`config.mk`:
```
export PLATFORM = sky130hd
export DESIGN_NAME = m_digilent_arb
export DESIGN_NICKNAME = d
export VERILOG_FILES = /design/src/rtl/m_digilent_arb.sv
export SDC_FILE = /design/constraint.sdc
export NUM_CORES = 1
export LEC_CHECK = 0
export CAP_MARGIN = 40
export CORE_MARGIN = 4
export CORE_UTILIZATION = 56
export DETAILED_ROUTE_END_ITERATION = 8
export DONT_BUFFER_PORTS = 1
export GPL_TIMING_DRIVEN = 0
export PLACE_DENSITY = 0.71
export SYNTH_ARGS = -nofsm -noshare
export SYNTH_HDL_FRONTEND = slang
export SYNTH_SLANG_ARGS = --single-unit
```
`constraint.sdc`:
```
create_clock -name CLK_I -period 1.8 [get_ports CLK_I]
set_input_delay 0.36 -clock CLK_I [delete_from_list [all_inputs] [get_ports CLK_I]]
set_output_delay 0.36 -clock CLK_I [all_outputs]
set_load 0.05 [all_outputs]
```
`src/rtl/m_digilent_arb.sv`:
```
// ============================================================================
// m_digilent_arb : round-robin sequencer in front of the EPP mailbox slave
// Rev 1.0
// ============================================================================
`default_nettype none

module m_digilent_arb #(
  parameter int POLL_GAP = 4,
  parameter int TIMEOUT  = 255,
  parameter int TW       = 8
) (
  input  logic       CLK_I,
  input  logic       RST_I,
  input  logic [1:0] RQ_STB_I,
  input  logic [1:0] RQ_WE_I,
  input  logic [7:0] RQ0_DAT_I,
  input  logic [7:0] RQ1_DAT_I,
  output logic [7:0] RQ_DAT_O,
  output logic [1:0] RQ_ACK_O,
  output logic [1:0] RQ_ERR_O,
  output logic       M_STB_O,
  output logic       M_WE_O,
  output logic       M_ADR_O,
  output logic [7:0] M_DAT_O,
  input  logic [7:0] M_DAT_I,
  input  logic       M_ACK_I
);

  localparam int GW = (POLL_GAP > 1) ? $clog2(POLL_GAP) : 1;
  localparam logic [GW-1:0] c_GAP_LAST = (POLL_GAP > 0) ? GW'(POLL_GAP - 1) : '0;
  localparam logic [TW-1:0] c_TMO      = TW'(TIMEOUT);
  localparam logic [TW-1:0] c_SAT      = (TIMEOUT != 0) ? TW'(TIMEOUT) : '1;

  localparam logic [2:0] c_ST_IDLE = 3'd0;
  localparam logic [2:0] c_ST_POLL = 3'd1;
  localparam logic [2:0] c_ST_GAP  = 3'd2;
  localparam logic [2:0] c_ST_DATA = 3'd3;
  localparam logic [2:0] c_ST_DONE = 3'd4;
  localparam logic [2:0] c_ST_FAIL = 3'd5;

  logic [2:0]    state_q, state_d;
  logic          rr_q;
  logic          g_q;
  logic          we_q;
  logic [7:0]    dat_q;
  logic [TW-1:0] polls_q;
  logic [GW-1:0] gap_q;
  logic [7:0]    rdat_q;

  logic          w_grant;
  logic          w_ready;

  // Lone requester wins; a tie goes to the one not served last.
  always_comb begin
    w_grant = RQ_STB_I[1];
    if (RQ_STB_I == 2'b11) begin
      w_grant = ~rr_q;
    end
  end

  assign w_ready = we_q ? ~M_DAT_I[0] : M_DAT_I[1];

  always_ff @(posedge CLK_I) begin
    if (RST_I) begin
      state_q <= c_ST_IDLE;
    end else begin
      state_q <= state_d;
    end
  end

  always_comb begin
    state_d = state_q;
    case (state_q)
      c_ST_IDLE: if (|RQ_STB_I) state_d = c_ST_POLL;
      c_ST_POLL: begin
        if (M_ACK_I) begin
          if (w_ready) begin
            state_d = c_ST_DATA;
          end else if ((TIMEOUT != 0) && (polls_q == c_TMO)) begin
            state_d = c_ST_FAIL;
          end else if (POLL_GAP == 0) begin
            state_d = c_ST_POLL;
          end else begin
            state_d = c_ST_GAP;
          end
        end
      end
      c_ST_GAP:  if (gap_q == c_GAP_LAST) state_d = c_ST_POLL;
      // Leaving DATA on the ack guarantees a single acked data cycle.
      c_ST_DATA: if (M_ACK_I) state_d = c_ST_DONE;
      c_ST_DONE: state_d = c_ST_IDLE;
      c_ST_FAIL: state_d = c_ST_IDLE;
      default:   state_d = c_ST_IDLE;
    endcase
  end

  always_ff @(posedge CLK_I) begin
    if (RST_I) begin
      rr_q    <= 1'b1;
      g_q     <= 1'b0;
      we_q    <= 1'b0;
      dat_q   <= 8'h00;
      polls_q <= '0;
      gap_q   <= '0;
      rdat_q  <= 8'h00;
    end else begin
      case (state_q)
        c_ST_IDLE: begin
          polls_q <= '0;
          gap_q   <= '0;
          if (|RQ_STB_I) begin
            g_q   <= w_grant;
            rr_q  <= w_grant;
            we_q  <= RQ_WE_I[w_grant];
            dat_q <= w_grant ? RQ1_DAT_I : RQ0_DAT_I;
          end
        end
        c_ST_POLL: begin
          gap_q <= '0;
          if (M_ACK_I && !w_ready && (polls_q != c_SAT)) begin
            polls_q <= polls_q + 1'b1;
          end
        end
        c_ST_GAP:  gap_q <= gap_q + 1'b1;
        c_ST_DATA: if (M_ACK_I && !we_q) rdat_q <= M_DAT_I;
        default: ;
      endcase
    end
  end

  always_comb begin
    M_STB_O  = 1'b0;
    M_ADR_O  = 1'b0;
    M_WE_O   = 1'b0;
    M_DAT_O  = 8'h00;
    RQ_ACK_O = 2'b00;
    RQ_ERR_O = 2'b00;
    case (state_q)
      c_ST_POLL: begin
        M_STB_O = 1'b1;
        M_ADR_O = 1'b1;
      end
      c_ST_DATA: begin
        M_STB_O = 1'b1;
        M_WE_O  = we_q;
        M_DAT_O = we_q ? dat_q : 8'h00;
      end
      c_ST_DONE: RQ_ACK_O = g_q ? 2'b10 : 2'b01;
      c_ST_FAIL: RQ_ERR_O = g_q ? 2'b10 : 2'b01;
      default: ;
    endcase
  end

  assign RQ_DAT_O = rdat_q;

endmodule

`default_nettype wire

```
# Word-level counts from Yosys, hierarchy flattened
# Index checks and enable logic that the tools add are counted.
[op_classes] n_addsub=2 mul=0 n_div=0 n_lt_le_gt_ge=1 n_eq_ne=14 shift=0 mux=23 n_bitwise=2 n_reduce_logical=15
[op_table] op="2-to-1 mux 8 bit" n=4
[op_table] op="2-to-1 mux 3 bit" n=6
[op_table] op="case mux 8 bit (2 select lines)" n=1
[op_table] op="case mux 3 bit (4 select lines)" n=1
[op_table] op="!= test 2 bit (second input constant)" n=5
[op_table] op="adder 8 x 1 -> 8 bit (second input constant)" n=1
[op_table] op="== test 8 bit (second input constant)" n=1
[op_table] op="!= test 8 bit (second input constant)" n=1
[op_table] op="2-to-1 mux 1 bit" n=7
[op_table] op="== test 3 x 2 -> 1 bit (second input constant)" n=2
[op_table] op="== test 3 bit (second input constant)" n=2
[op_table] op="2-to-1 mux 2 bit" n=3
[op_table] op="AND reduction 2 bit" n=3
[op_table] op="OR reduction 2 bit" n=3
[op_table] op="== test 2 bit (second input constant)" n=2
[op_table] op="case mux 2 bit (2 select lines)" n=1
[op_table] op="AND reduction 4 bit" n=1
[op_table] op="nonzero test 2 bit" n=2
[op_table] op="== test 3 x 1 -> 1 bit (second input constant)" n=1
[op_table] op="logical AND 1 bit" n=3
[op_table] op="zero test 3 bit" n=1
[op_table] op="adder 2 x 1 -> 2 bit (second input constant)" n=1
[op_table] op="zero test 1 bit" n=2
[op_table] op="less-than comparator 1 x 2 -> 1 bit (second input constant)" n=1
[op_table] op="inverter 1 bit" n=2
[totals] register_bits=32 latchBits=0 ramBits=0 rom_bits=0 out_inout_bits=23 memories=0

# Logic depth before layout (Yosys ltp)
[depth] word_depth=7 ltp_mapped=7 ltp_nobuf=5

# Least setup slack after synthesis
# No wires, ideal clock.
[synth_timing] kind="reg2out" start="register state_q[2]" end="output M_DAT_O[0]" arrival_time_ns=2.499 required_time_ns=1.440 slack_ns=-1.059 path_stages_with_launch=6 n_path_buf=2 cell_sequence="dfxtp_1 -> buf_6 -> nor2b_1 -> and3_1 -> clkbuf_1 -> and2_1"
[synth_between] elab_chain_len=2
[synth_lines] element="start: declaration" line_no="41" source="logic [2:0] state_q, state_d;"
[synth_lines] element="start signal: assignment" line_no="65" source="state_q <= c_ST_IDLE;"
[synth_lines] element="start signal: assignment" line_no="67" source="state_q <= state_d;"
[synth_lines] element="== test 3 x 2 -> 1 bit" line_no="138" source="case (state_q)"
[synth_lines] element="2-to-1 mux 8 bit" line_no="138"
[synth_lines] element="end: declaration" line_no="24" source="output logic [7:0] M_DAT_O,"
# No other way between the ends.

# Worst setup path in the final report
[layout_timing] start="register state_q[0]" end="output M_DAT_O[1]"
# The elaborated chain is that of the path after synthesis.

==> run metrics <==
EDFF count, synth=0; Inserted Clock Buffers=5; post-layout min period=2.08 ns; Slew Viols, Final=0; met3 usage=7.64%; Post-Syn Area per Cell=8.88 sq um; ys async rst share=0%; DP HPWL=2710 um; Diodes inserted=0; HP Class=in -> reg; H-tree Lvls=2; Initial Utilization=60.3%; top_reg_cell synth=dfxtp_1; failing checks=setup timing; GR Util met1=23.5%; Place WS=-0.162 ns; slowest stage delay, CP=0.35 ns; Pleak=0.793 nW; Vias/cell=6.10; clk buf depth=2; max cap viols=0; total track usage=20.3%; core box area=2830 sq um; Final WS setup=-0.283 ns; gpl congestion=0.859; status=finished, violations left; Sinks on Clock Net=32; Post-CTS Hold Buffers=0; vias in the first global route=1,418; setup violators final=11; RSZ-0062 raised after global routing=true; Die ar.=3990 sq um; drt initial violations=64; relative slew slack=58.3%; fmax=0.480 GHz; cell taking the most area after synthesis=dfxtp_1; Critical Setup Path Class=reg -> out; worst-skew pair later-pin latency=0.33 ns; critical path data arrival time=1.72 ns; Crit Path Max Fanout=6; initial antenna violation count=0; Syn Nets=225; Mapped Cells=192; post-synthesis cell type count=45; Worst-Margin Slew=0.622 ns; Setup Skew=0.00552 ns; Die Ht=63.2 um; drt total wl=3940 um; crit path launch type=register; WP buf/inv=1; I/O Buffers=0; fin area=2050 sq um; total number of vias=1,471; yosys warns=0; CP Capture Type=output pin; Final #Nets=242; Synth Register Bits=32; pwr/cell area=776 nW/um^2; CTS tree=built; placed inst area=1790 sq um; fin crit share=116%; Area contributors post-synth=dfxtp_1 38%, mux2i_1 11%, nor2_1 5.5%; CP Data Required Time=1.44 ns; post-synthesis sequential area ratio=37.6%; met2 Usage GRT=34.5%; Worst-path clk slew=0.10 ns; clock root buffer=clkbuf_4; drt wl/cell=16.3 um; layout cells sized above 1=29.5%; Residual DRC=0; largest net degree at the start of global routing=11; # IOs=54; chip width=63.2 um; Cell Area, Synth=1710 sq um; first-pass GRT wire length=6460 um; global route overflow=0; CP delay by family, top=simple AND/OR/NAND/NOR gates; row count=19; P&R area growth vs syn=20.2%; grt peak-use layer=met2; 1st-pass router iterations=4; Max VDD drop=0.563 mV; crit path cell chain=nor2b_4 > and3_4 > clkbuf_16 > and2_4; slowest CP cell=dfxtp_4; top-area cell type share of the netlist area=37.6%; Antenna Violating Nets Remaining=0; Fin. Hold Viols=0
metrics by stage:
stage / TNS [ns] / power (mW) / hold WS, ns / util (%) / cells
finish: -2.44 / 1.59 / 0.172 / 72.5 / 241
detailed placement: -1.11 / 1.12 / 0.488 / 63.2 / 223
global route: -3.47 / 1.69 / 0.145 / 72.5 / 241
global placement: -0.722 / 1.11 / 0.473 / 63.2 / 223
floorplan: -0.0237 / 1.06 / 0.458 / - / 192
CTS: -2.79 / 1.59 / 0.160 / 70.0 / 237
power breakdown:
part	internal [mW]	switching (mW)
combinational	0.162	0.206
clock	0.186	0.244
sequential	0.754	0.0397
total	1.10	0.490
final timing paths:
path,from,to,slack [ns],depth (start not counted)
worst max register to register,state_q[2],polls_q[4],0.08,7
worst min register to register,polls_q[0],polls_q[0],0.49,2
worst min-delay path,M_DAT_I[2],RQ_DAT_O[2],0.17,2
worst max-delay path,state_q[0],M_DAT_O[1],-0.28,4
cell usage in the layout, fill, tap and decap left out, types with 2 or more instances in the layout:
master	instances
a21o_1	2
mux2i_1	18
o211ai_1	4
nand2b_1	7
and3_1	3
ha_1	2
o21ai_0	3
and3_2	2
clkbuf_4	6
nor3b_1	2
and2_4	8
o21a_1	2
buf_8	2
a211oi_1	8
clkinv_2	2
dfxtp_1	27
nor3_1	2
buf_4	10
a21oi_1	6
nor2_1	24
o21ai_1	2
nand3b_1	2
buf_6	4
dfxtp_4	3
clkbuf_1	2
nor2b_4	2
clkbuf_16	2
nand3_1	13
nand2_1	5
or3_1	2
dfxtp_2	2
what timing repair did:
action                     4_1_cts  5_1_grt
cloned                           1        0
buffers inserted                 6        6
resized for setup               24       14
pin swaps                        7        6
setup endpoints to repair       16       28
cells in the mapped netlist (3+ instances only):
| cell type | number |
|---|---|
| buf_6 | 3 |
| and2_1 | 8 |
| clkbuf_1 | 5 |
| and3_1 | 6 |
| nor3b_1 | 3 |
| mux2i_1 | 18 |
| a21oi_1 | 6 |
| a211oi_1 | 8 |
| nand2_1 | 6 |
| nand2b_1 | 7 |
| o211ai_1 | 4 |
| nand3_1 | 13 |
| nor2b_1 | 4 |
| dfxtp_1 | 32 |
| nor2_1 | 25 |
| o21ai_0 | 3 |
cell families after synthesis:
group | after synthesis | synth area share [%]
flip-flops | 32 | 37.6
AND/OR/NAND/NOR | 92 | 30.9
multiplexers | 18 | 10.6
AO/OA/AOI/OAI | 35 | 14.5
buffers and inverters | 13 | 5.06
adder cells (fa/ha/maj) | 2 | 1.47
per-layer routing:
metal / share of wire, % / up-vias
met5: 0 / -
li1: - / 733
met4: 0.97 / 0
met1: 43 / 695
met2: 50 / 37
met3: 5.6 / 6
flip-flops by register name (all words and copies together) (netlist names):
name / flops
rr_q: 1
state_q: 3
dat_q: 8
we_q: 1
polls_q: 8
g_q: 1
gap_q: 2
RQ_DAT_O: 8
layout make-up:
class | instances | area, sq um
Clock buffer | 6 | 51.3
Multi-Input combinational cell | 147 | 1070
Sequential cell | 32 | 654
Fill cell | 219 | 778
Buffer | 11 | 123
Timing Repair Buffer | 12 | 101
Tap cell | 31 | 38.8
Clock inverter | 2 | 10.0
Note: power is estimated with default switching activity, not from simulation.
